$ cat src/rtl/cmp_resp_checker_sat_counter.sv
// Saturating up-counter with synchronous clear; an increment in the clear
// cycle counts as the first event of the new run.
module sat_counter #(
  parameter int unsigned W = 8
) (
  input  logic         clk,
  input  logic         rst,
  input  logic         clr,
  input  logic         inc,
  output logic [W-1:0] q
);

  logic [W-1:0] q_q;
  logic [W-1:0] q_d;

  always_comb begin
    q_d = q_q;
    if (clr) begin
      q_d = inc ? W'(1) : '0;
    end else if (inc && (q_q != '1)) begin
      q_d = q_q + W'(1);
    end
  end

  always_ff @(posedge clk or posedge rst) begin
    if (rst) begin
      q_q <= '0;
    end else begin
      q_q <= q_d;
    end
  end

  assign q = q_q;

endmodule

$ cat config.mk
export PLATFORM = sky130hd
export DESIGN_NAME = sat_counter
export DESIGN_NICKNAME = d
export VERILOG_FILES = /design/src/rtl/cmp_resp_checker_sat_counter.sv
export SDC_FILE = /design/constraint.sdc
export NUM_CORES = 1
export LEC_CHECK = 0
export BUFFER_PORTS_ARGS = -buffer_cell sky130_fd_sc_hd__buf_2
export CORE_AREA = 2 2 39 41
export CTS_CLUSTER_SIZE = 8
export DETAILED_ROUTE_END_ITERATION = 12
export DIE_AREA = 0 0 41 43
export PLACE_DENSITY = 0.51
export REMOVE_ABC_BUFFERS = 1
export SLEW_MARGIN = 20
export SYNTH_ARGS = -nofsm -noshare
export SYNTH_HDL_FRONTEND = slang
export SYNTH_SLANG_ARGS = --single-unit
$ cat constraint.sdc
create_clock -name clk -period 3.2 [get_ports clk]
set_clock_uncertainty 0.05 [all_clocks]
set_input_delay 0.32 -clock clk [delete_from_list [all_inputs] [get_ports clk]]
set_output_delay 0.32 -clock clk [all_outputs]
set_load 0.005 [all_outputs]
==> flow_summary.yaml <==
run_status:
  status: "completed"
timing:
  post-route-period-util_pct: 49.05
  drv_slew: 0
  hold_violations: 0
  tns_ns: 0
  maxSlewHeadroom_pct: 78.85
  period_needed_ns: 1.570
  worstMarginPinSlew_ns: 0.3168
  fmax_ghz: 0.6371
  setup_viol_count_final: 0
  rsz0062_at_grt: "no"
run:
  maxCapViolations: 0
cells_and_area:
  finalNetCount: 69
  drive_gt1_share_pct: 25.81
  nFillCells: 148
  largest_reg_flops: 8
  multi_input_area_sq_um: 235.2
  seqCellArea_sq_um: 200.2
  diodes: 0
  area_growth_pct: 23.89
worst_setup_path:
  cp_cell_sequence: "ha_1 > and3_1 > o311ai_0 > o41ai_1"
  crit_buf_inv: 0
  critPathTopFamily: "compound AO/OA/AOI/OAI gates"
  r2r_cells: 4
  rrSetupSlack_ns: 1.63
  critPathLaunchType: "flip-flop"
  cp.arrival_ns: 1.64
  r2r-end: "q[7]"
  path_max_fanout: 5
  critical_path_class: "reg2reg"
  cp_data_required_time_ns: 3.27
  crit_path_end_kind: "flip-flop"
  slowest_delay_ns: 0.41
  r2r_start: "q[0]"
  crit_slowest_cell: "dfrtp_1"
grt:
  grt_usage_pct: 14.95
  use_met3_pct: 3.141
  grt_pass1_wl_um: 1725
  met1_usage_pct: 19.02
  grt_use_met2_pct: 21.56
  gr-total-overflow: 0
  grt_pass1_vias: 380
  grt_start_max_net_pins: 9
  top_usage_layer: "met2"
  antenna_found_initial: 0
yosys:
  synthArstFlopShare_pct: 100.0
  syn_inst: 47
  yosysTopAreaCell: "dfrtp_1"
  synthTopCellsByCount: "dfrtp_1, nand2_1, inv_1"
  ys_seq_area_share_pct: 44.44
  synthAdderAreaFrac_pct: 2.778
  synth.avg_cell_area_sq_um: 9.584
  syn_area_sq_um: 450.4
  synthTopCellsByArea: "dfrtp_1, a211oi_1, nand2_1"
  synth_compound_area_share_pct: 24.44
  yosys.area.top_type_share_pct: 44.44
  synth_xor_area_share_pct: 0
  synth_edf_count: 0
  ys.flop_type: "dfrtp_1"
  yosys_warnings: 0
  synth_top_family_by_area: "compound AO/OA/AOI/OAI gates"
  synth_cell_types: 24
  synthSimpleGateAreaFrac_pct: 22.78
  ys_ff_latch: 8
  synthMostInstantiatedCell: "dfrtp_1"
  synthMuxAreaShare_pct: 2.222
drt:
  totalWireLength_um: 1084
  vias: 418
  postRouteAntennaNets: 0
  detail_route.drc_violations: 0
  drt_iter0_drc: 4
  viasPerCell: 5.359
  wire_per_inst_um: 13.90
  dr.pass1.iters: 4
clock_tree:
  cts_tree: "built"
  h-tree-depth: 1
  cts_buffer_depth: 2
  cts_setup_buffers: 0
  clk-insertion-delay-late_ns: 0.25
  cts_buffers: 3
  clock-sinks: 8
  cts_root_buf: "clkbuf_4"
  path_clk_slew_ns: 0.06
place:
  place.gp.congestion: 0.7572
  port_buffers: 11
  dpl.hpwl_um: 798.2
floorplan:
  die_h_um: 43
  die_w_um: 41
  rows: 14
  floorplan.die_area_sq_um: 1763
  boundaryPins: 12
  start_util_pct: 32.55
  core_area_sq_um: 1384
power:
  fin_total_pwr_mw: 0.2134
  ir_drop_uv: 159.7
  power.leakage_nw: 0.2623
  power_density_nw_per_um2: 382.5
worst_hold_path:
  min_path_type: "in2reg"
  hold_depth: 2
  hp-start: "clr"
  hold_end: "q[4]"
==> how the worst max path moves through the flow <==
stage                     startpoint   end  cells past startpoint
after floorplan                 q[0]  q[7]                      4
after global placement          q[0]  q[7]                      4
after detailed placement        q[0]  q[7]                      4
after CTS                       q[0]  q[7]                      4
after global routing            q[0]  q[7]                      4
final                           q[0]  q[7]                      4
==> stage by stage <==
stage | setup slack (ns) | util, % | cell area (sq um) | instances | hold slack [ns]
6_report | 1.630 | 40.33 | 558.0 | 78 | 0.2948
3_3_place_gp | 1.666 | 37.97 | 525.5 | 74 | 0.2460
3_5_place_dp | 1.627 | 37.97 | 525.5 | 74 | 0.2420
5_1_grt | 1.557 | 40.33 | 558.0 | 78 | 0.2958
4_1_cts | 1.617 | 40.33 | 558.0 | 78 | 0.2798
2_1_floorplan | 1.711 | - | 450.4 | 47 | 0.08566
==> where the power goes <==
group / internal [mW] / switching, mW
sequential: 0.105 / 0.00467
combinational: 0.0102 / 0.0134
clock: 0.0431 / 0.0371
total: 0.158 / 0.0552
==> cell usage in the layout (no fill, tap or decap), types with 2 or more instances in the layout <==
cell type / instances
buf_2: 11
inv_1: 4
dfrtp_1: 8
clkbuf_4: 3
a21oi_1: 3
o21ai_0: 2
nand2_1: 6
a211oi_1: 3
nand4_1: 2
nand3_1: 3
==> routing by layer <==
| metal | up-vias | part of all wire [%] |
|---|---|---|
| met2 | 7 | 47 |
| li1 | 217 | - |
| met4 | 0 | 1.1 |
| met5 | - | 0 |
| met1 | 192 | 48 |
| met3 | 2 | 3.5 |
==> cell type report <==
type / instances / share of cell area [%]
tap: 16 / 3.587
clock buffer: 3 / 4.036
sequential: 8 / 35.87
inverter: 4 / 2.691
timing repair buffer: 12 / 11.66
multi-input combinational: 35 / 42.15
==> cells by family after synthesis <==
kind of cell    Yosys count
compound gates           15
fa+ha+maj                 1
buf+inv                   4
simple gates             18
flops                     8
mux                       1
==> what timing repair did <==
action,in CTS,in global routing
resized for setup,0,0
endpoints found under the hold margin,8,0
hold buffers,1,0
(Power assumes the default switching activity.)
